==> src/rtl/mips_multicycle_sequencer_if.sv <==
// ---------------------------------------------------------------------------
// mips_multicycle_sequencer_if
//   Memory-side handshake bundle of the multi-cycle sequencer: one req/ack
//   channel to instruction memory and one to data memory.
//
//   imem_req    sequencer -> imem   fetch request, held until imem_ack
//   imem_addr   sequencer -> imem   word address of the fetch (the PC)
//   imem_ack    imem -> sequencer   fetch complete, imem_rdata valid this cycle
//   imem_rdata  imem -> sequencer   fetched instruction word
//   dmem_req    sequencer -> dmem   data access request, held until dmem_ack
//   dmem_we     sequencer -> dmem   1 = store, 0 = load (qualified by dmem_req)
//   dmem_ack    dmem -> sequencer   data access complete
//
//   master: the sequencer side.  slave: the memory side.
// ---------------------------------------------------------------------------
interface mips_multicycle_sequencer_if #(
    parameter int ADDR_W = 10
);
    logic              imem_req;
    logic [ADDR_W-1:0] imem_addr;
    logic              imem_ack;
    logic [31:0]       imem_rdata;
    logic              dmem_req;
    logic              dmem_we;
    logic              dmem_ack;

    modport master (
        output imem_req, imem_addr, dmem_req, dmem_we,
        input  imem_ack, imem_rdata, dmem_ack
    );

    modport slave (
        input  imem_req, imem_addr, dmem_req, dmem_we,
        output imem_ack, imem_rdata, dmem_ack
    );
endinterface

==> src/rtl/mips_multicycle_sequencer.sv <==
// ---------------------------------------------------------------------------
// mips_multicycle_sequencer
//   Multi-cycle control sequencer of the mini MIPS core. Owns the PC, the
//   instruction register and the retired-instruction counter, and steps each
//   instruction through FETCH/DECODE/EXEC/MEM/WB. Both memories are reached
//   over req/ack handshakes, so any memory latency is tolerated.
//
// Ports
//   clk, reset_n       clock, asynchronous active-low reset
//   start              leave IDLE and begin fetching at PC 0
//   bus                imem/dmem handshake bundle (master side)
//   instr              instruction register
//   dec_*              decoder flags for the instruction in IR
//   br_taken           branch compare result, valid in EXEC
//   jr_target          rs value (byte address) for jr, valid in EXEC
//   rf_we              one-cycle register-file write enable (WB only)
//   pc                 current PC (word address)
//   state              IDLE=0 FETCH=1 DECODE=2 EXEC=3 MEM=4 WB=5 HALT=6
//   halted             high while in HALT
//   retired            saturating count of completed instructions
// ---------------------------------------------------------------------------
module mips_multicycle_sequencer #(
    parameter int ADDR_W = 10,
    parameter int CNT_W  = 32
) (
    input  logic                     clk,
    input  logic                     reset_n,
    input  logic                     start,
    mips_multicycle_sequencer_if.master bus,
    output logic [31:0]              instr,
    input  logic                     dec_branch,
    input  logic                     dec_jump,
    input  logic                     dec_jr,
    input  logic                     dec_mem_rd,
    input  logic                     dec_mem_wr,
    input  logic                     dec_reg_wr,
    input  logic                     dec_halt,
    input  logic                     br_taken,
    input  logic [31:0]              jr_target,
    output logic                     rf_we,
    output logic [ADDR_W-1:0]        pc,
    output logic [2:0]               state,
    output logic                     halted,
    output logic [CNT_W-1:0]         retired
);

    typedef enum logic [2:0] {
        S_IDLE   = 3'd0,
        S_FETCH  = 3'd1,
        S_DECODE = 3'd2,
        S_EXEC   = 3'd3,
        S_MEM    = 3'd4,
        S_WB     = 3'd5,
        S_HALT   = 3'd6
    } state_t;

    state_t            state_q, state_d;
    logic [ADDR_W-1:0] pc_q;
    logic [ADDR_W-1:0] pc_next_q, pc_next_d;
    logic [ADDR_W-1:0] pc_seq;
    logic [31:0]       ir_q;
    logic [CNT_W-1:0]  retired_q;
    logic              ir_load;
    logic              pc_next_load;
    logic              retire;

    // Branch immediate sign-extended and reduced to the PC width; wrapping
    // arithmetic on the truncated value equals arithmetic mod 2^ADDR_W.
    function automatic logic [ADDR_W-1:0] sext_imm(input logic [15:0] imm);
        logic signed [31:0] wide;
        wide = {{16{imm[15]}}, imm};
        return wide[ADDR_W-1:0];
    endfunction

    // Retired counter sticks at all-ones instead of wrapping.
    function automatic logic [CNT_W-1:0] sat_inc(input logic [CNT_W-1:0] v);
        return (&v) ? v : v + CNT_W'(1);
    endfunction

    // Only the word-address bits of the jr byte address matter.
    logic unused_jr_bits;
    assign unused_jr_bits = ^{jr_target[31:ADDR_W+2], jr_target[1:0]};

    assign pc_seq = pc_q + ADDR_W'(1);

    // Next-PC selection, priority jr > jump > taken branch > sequential.
    always_comb begin
        pc_next_d = pc_seq;
        if (dec_jr)
            pc_next_d = jr_target[ADDR_W+1:2];
        else if (dec_jump)
            pc_next_d = ir_q[ADDR_W-1:0];
        else if (dec_branch && br_taken)
            pc_next_d = pc_seq + sext_imm(ir_q[15:0]);
    end

    always_ff @(posedge clk or negedge reset_n) begin
        if (!reset_n)
            state_q <= S_IDLE;
        else
            state_q <= state_d;
    end

    always_comb begin
        state_d      = state_q;
        ir_load      = 1'b0;
        pc_next_load = 1'b0;
        retire       = 1'b0;
        bus.imem_req = 1'b0;
        bus.dmem_req = 1'b0;
        bus.dmem_we  = 1'b0;
        rf_we        = 1'b0;
        halted       = 1'b0;
        case (state_q)
            S_IDLE: begin
                if (start)
                    state_d = S_FETCH;
            end
            S_FETCH: begin
                bus.imem_req = 1'b1;
                if (bus.imem_ack) begin
                    ir_load = 1'b1;
                    state_d = S_DECODE;
                end
            end
            S_DECODE: begin
                state_d = dec_halt ? S_HALT : S_EXEC;
            end
            S_EXEC: begin
                pc_next_load = 1'b1;
                state_d      = (dec_mem_rd || dec_mem_wr) ? S_MEM : S_WB;
            end
            S_MEM: begin
                bus.dmem_req = 1'b1;
                bus.dmem_we  = dec_mem_wr;
                if (bus.dmem_ack) begin
                    // Stores have nothing to write back, so they retire here.
                    if (dec_mem_wr) begin
                        retire  = 1'b1;
                        state_d = S_FETCH;
                    end else begin
                        state_d = S_WB;
                    end
                end
            end
            S_WB: begin
                rf_we   = dec_reg_wr;
                retire  = 1'b1;
                state_d = S_FETCH;
            end
            S_HALT: begin
                halted = 1'b1;
            end
            default: begin
                state_d = S_IDLE;
            end
        endcase
    end

    always_ff @(posedge clk or negedge reset_n) begin
        if (!reset_n) begin
            pc_q      <= '0;
            pc_next_q <= '0;
            ir_q      <= '0;
            retired_q <= '0;
        end else begin
            if (ir_load)
                ir_q <= bus.imem_rdata;
            if (pc_next_load)
                pc_next_q <= pc_next_d;
            if (retire) begin
                pc_q      <= pc_next_q;
                retired_q <= sat_inc(retired_q);
            end
        end
    end

    assign bus.imem_addr = pc_q;
    assign instr         = ir_q;
    assign pc            = pc_q;
    assign state         = state_q;
    assign retired       = retired_q;

endmodule
==> src/flat_wrapper.sv <==
// flat-port wrapper written by rule: the top's interface ports become plain ports
module mips_multicycle_sequencer_flat 
#(
    parameter int ADDR_W = 10,
    parameter int CNT_W  = 32
)
  (clk, reset_n, start, instr, dec_branch, dec_jump, dec_jr, dec_mem_rd, dec_mem_wr, dec_reg_wr, dec_halt, br_taken, jr_target, rf_we, pc, state, halted, retired, bus_imem_req, bus_imem_addr, bus_dmem_req, bus_dmem_we, bus_imem_ack, bus_imem_rdata, bus_dmem_ack);
  mips_multicycle_sequencer_if #(.ADDR_W(ADDR_W)) bus_i ();
  input  logic clk;
  input  logic reset_n;
  input  logic start;
  output logic [31:0] instr;
  input  logic dec_branch;
  input  logic dec_jump;
  input  logic dec_jr;
  input  logic dec_mem_rd;
  input  logic dec_mem_wr;
  input  logic dec_reg_wr;
  input  logic dec_halt;
  input  logic br_taken;
  input  logic [31:0] jr_target;
  output logic rf_we;
  output logic [ADDR_W-1:0] pc;
  output logic [2:0] state;
  output logic halted;
  output logic [CNT_W-1:0] retired;
  output wire logic [$bits(bus_i.imem_req)-1:0] bus_imem_req;
  output wire logic [$bits(bus_i.imem_addr)-1:0] bus_imem_addr;
  output wire logic [$bits(bus_i.dmem_req)-1:0] bus_dmem_req;
  output wire logic [$bits(bus_i.dmem_we)-1:0] bus_dmem_we;
  input wire logic [$bits(bus_i.imem_ack)-1:0] bus_imem_ack;
  input wire logic [$bits(bus_i.imem_rdata)-1:0] bus_imem_rdata;
  input wire logic [$bits(bus_i.dmem_ack)-1:0] bus_dmem_ack;
  assign bus_imem_req = bus_i.imem_req;
  assign bus_imem_addr = bus_i.imem_addr;
  assign bus_dmem_req = bus_i.dmem_req;
  assign bus_dmem_we = bus_i.dmem_we;
  assign bus_i.imem_ack = bus_imem_ack;
  assign bus_i.imem_rdata = bus_imem_rdata;
  assign bus_i.dmem_ack = bus_dmem_ack;
  mips_multicycle_sequencer #(.ADDR_W(ADDR_W), .CNT_W(CNT_W)) u_core (.clk(clk), .reset_n(reset_n), .start(start), .bus(bus_i), .instr(instr), .dec_branch(dec_branch), .dec_jump(dec_jump), .dec_jr(dec_jr), .dec_mem_rd(dec_mem_rd), .dec_mem_wr(dec_mem_wr), .dec_reg_wr(dec_reg_wr), .dec_halt(dec_halt), .br_taken(br_taken), .jr_target(jr_target), .rf_we(rf_we), .pc(pc), .state(state), .halted(halted), .retired(retired));
endmodule
==> config.mk <==
export PLATFORM = sky130hd
export DESIGN_NAME = mips_multicycle_sequencer_flat
export DESIGN_NICKNAME = d
export VERILOG_FILES = /design/src/rtl/mips_multicycle_sequencer_if.sv /design/src/rtl/mips_multicycle_sequencer.sv /design/src/flat_wrapper.sv
export SDC_FILE = /design/constraint.sdc
export NUM_CORES = 1
export LEC_CHECK = 0
export CAP_MARGIN = 5
export CORE_UTILIZATION = 30
export CTS_CLUSTER_SIZE = 24
export DETAILED_ROUTE_END_ITERATION = 10
export DONT_BUFFER_PORTS = 1
export PLACE_DENSITY = 0.56
export SLEW_MARGIN = 20
export SYNTH_ARGS = -nofsm -noshare
export SYNTH_HDL_FRONTEND = slang
export SYNTH_SLANG_ARGS = --single-unit
==> constraint.sdc <==
create_clock -name clk -period 2.32 [get_ports clk]
set_input_delay 0.348 -clock clk [delete_from_list [all_inputs] [get_ports clk]]
set_output_delay 0.348 -clock clk [all_outputs]
set_load 0.02 [all_outputs]
==> impl_metrics.tcl <==
set metrics [dict create \
    cts_root_buf "clkbuf_16" \
    yosysUniqueCellTypes 49 \
    seq_area_frac_synth_pct 47.9 \
    wl_mm 11.3 \
    synth_compound_area_share_pct 9.13 \
    switchingPower_mw 3.53 \
    area_growth_pct 25.3 \
    ir_worst_vdd_uv 689 \
    switching_share_pct 40.8 \
    drv_slew 0 \
    drc 10 \
    grt_pass1_vias 3398 \
    cts.sinks 87 \
    die_y_um 125 \
    synth_top_family_by_area "simple AND/OR/NAND/NOR gates" \
    combPwrFrac_pct 48.2 \
    ctsHtreeMaxLevel 3 \
    tightest_slew_ns 0.499 \
    yosys.area_share.simple_pct 16.4 \
    drtPass1Iterations 9 \
    worst-path-buf-inv 1 \
    num_rows 44 \
    grt_use_total_pct 14.4 \
    p_leak_nw 2.47 \
    postPlaceCellArea_um2 5070 \
    cp-start-kind "flip-flop" \
    grt_overflow_total 0 \
    final_cell_area_um2 5700 \
    antenna_cells 0 \
    die_area_um2 15700 \
    setup_ws_ns 0.0181 \
    p_per_area_nw_per_um2 1520 \
    ys_ff_latch 87 \
    status "complete, but fails checks" \
    report.power.total_mw 8.65 \
    synth-edff-count 0 \
    most-common-layout-cells "dfrtp_1, buf_4, nand2_1" \
    insertion_delay_ns 0.35 \
    async_flop_share_pct 100 \
    drt_iter0_markers 163 \
    synth_area_leaders "dfrtp_1, mux2_2, xnor2_1" \
    post-dp-hpwl_mm 8.34 \
    synth_xor_area_share_pct 8.47 \
    p_clk_share_pct 18.2 \
    cts_tree "yes" \
    crit_type "reg2reg" \
    vias 3420 \
    drive_above_1_share_pct 33.5 \
    required_ns 2.53 \
    cp.arrival_ns 2.51 \
    final_net_count 573 \
    pin_count 169 \
    setup_viol 0 \
    fmax_ghz 0.434 \
    post-route-period-util_pct 99.2 \
    globalplace.congestion 0.824 \
    rsz0062_at_grt "true" \
    intPower_mw 5.12 \
    synth_cells 432 \
    portBuffers 0 \
    syn-cell-area_um2 4550 \
    grt_max_degree 88 \
    cts.clk_slew.worst_paths_ns 0.07 \
    final_common_cell "dfrtp_1" \
    slew_headroom_pct 66.7 \
    antenna_found_initial 1 \
    seqPwrFrac_pct 33.6 \
    ant_nets 0 \
    grt_first_pass_wirelength_mm 17.6 \
    place_inst 645 \
    critPathSlowestCell "dfrtp_2" \
    core_area_um2 14600 \
    violations "DRC, hold timing" \
    final-hold-violation-count 87 \
    crit_path_end_kind "flip-flop" \
    fin_skew_ns 0.0122 \
    num-fill-cells 1441 \
    cp_cell_sequence "buf_4 -> nand3_4 -> xnor2_4 -> ha_4 -> a21oi_2 -> o22ai_2 -> o41ai_2 -> xnor2_1 -> a21boi_1 -> o221ai_1" \
    cts_made_buffers 9 \
    muxShareOfSynthArea_pct 10.9 \
    critical_path.max_stage_delay_ns 0.39 \
    layout.cells.non_filler 673 \
    hold_class "in2async" \
    cp_max_fo 5 \
    initial_core_util_pct 31.1 \
    ys.flop_type "dfrtp_1" \
    clock_path_buffers 2 \
    fp.dieW_um 125 \
    netlist.area_leader.share_pct 47.9 \
    wl_per_cell_um 16.7 \
    preCtsSetupSlack_ns -0.130 \
    whs_ns -0.316 \
    yosysTopAreaCell "dfrtp_1" \
    worst_r2r_path_depth 10 \
    synth_warnings 0 \
    viasPerCell 5.08 \
    synth_adder_area_share_pct 3.47 \
    syn_nets 521 \
    cp.depth 10 \
    cpLargestDelayFamily "compound AO/OA/AOI/OAI gates" \
    min_period_ns 2.30 \
    cap_violations 0 \
    avgSynthCellArea_um2 10.5 \
]
## cells in the mapped netlist (5+ instances only)
library cell	n
clkbuf_1	10
buf_2	6
nand2_1	45
a21oi_1	15
inv_1	8
o21ai_0	14
ha_1	11
nor2_1	33
xnor2_1	26
dfrtp_1	87
nand2b_1	5
and3_1	5
nand4_1	14
o211ai_1	9
a211oi_1	5
nand3_1	17
mux2_2	43
xor2_1	18
nor3_1	9
buf_4	10
## cell type report
class	instances	area, µm²	share of cell area (%)
clock buffers	10	229	4.02
clock inverters	6	92.6	1.62
inverters	8	30.0	0.527
multi-input cells	311	2410	42.2
flip-flops and latches	87	2180	38.3
well taps	184	230	4.04
repair buffers	67	527	9.24
## flip-flops by register name (all words and copies together) (netlist names)
name / count
u_core.instr: 32
u_core.pc_next_q: 10
u_core.state: 3
u_core.retired: 32
u_core.bus.imem_addr: 10
## final timing paths
path | startpoint | endpoint | slack [ns]
setup reg to reg | u_core.bus.imem_addr[0] | u_core.pc_next_q[7] | 0.02
hold reg to reg | u_core.pc_next_q[2] | u_core.pc_next_q[2] | 0.49
max in group asynchronous | reset_n | u_core.bus.imem_addr[1] | 2.48
min in group clk | bus_imem_rdata[15] | u_core.instr[15] | 0.15
hold / removal | reset_n | u_core.retired[25] | -0.32
setup / recovery | u_core.bus.imem_addr[0] | u_core.pc_next_q[7] | 0.02
## cell families after synthesis
group / Yosys count
and+or+nand+nor: 147
DFF: 87
AOI/OAI and AO/OA: 64
xor gates and xnor gates: 44
muxes: 44
buffers and inverters: 34
adders and majority gates: 12
## power by group through the flow
stage / clock [mW] / sequential [mW] / combinational (mW)
floorplan: 0 / 3.00 / 2.28
global placement: 0 / 2.87 / 3.35
detailed placement: 0 / 2.88 / 3.45
CTS: 1.63 / 2.89 / 3.69
global route: 1.67 / 2.99 / 4.54
finish: 1.57 / 2.91 / 4.17
## metrics by stage
| step | TNS [ns] | utilization, % |
|---|---|---|
| final | 0 | 38.9 |
| after global routing | -0.220 | 38.9 |
| after CTS | 0 | 37.5 |
| after detailed placement | -0.384 | 34.6 |
| after global placement | -0.266 | 34.6 |
| after floorplan | -0.00510 | - |
## layer usage
metal | routed length, µm | GRT usage (%) | share of wire (%)
met2 | 5210 | 22.3 | 46
met1 | 4780 | 17.9 | 42
met4 | 277 | 6.38 | 2.5
met3 | 968 | 5.61 | 8.6
met5 | 13 | 0 | 0.12
## repair_timing
item                                    CTS  global route
buffers inserted                          2            11
endpoints found under the setup margin    5             5
resized for setup                        15            25
hold endpoints to repair                 87            87
pin swaps                                 5            28
Power figures use the tool's default switching activity.
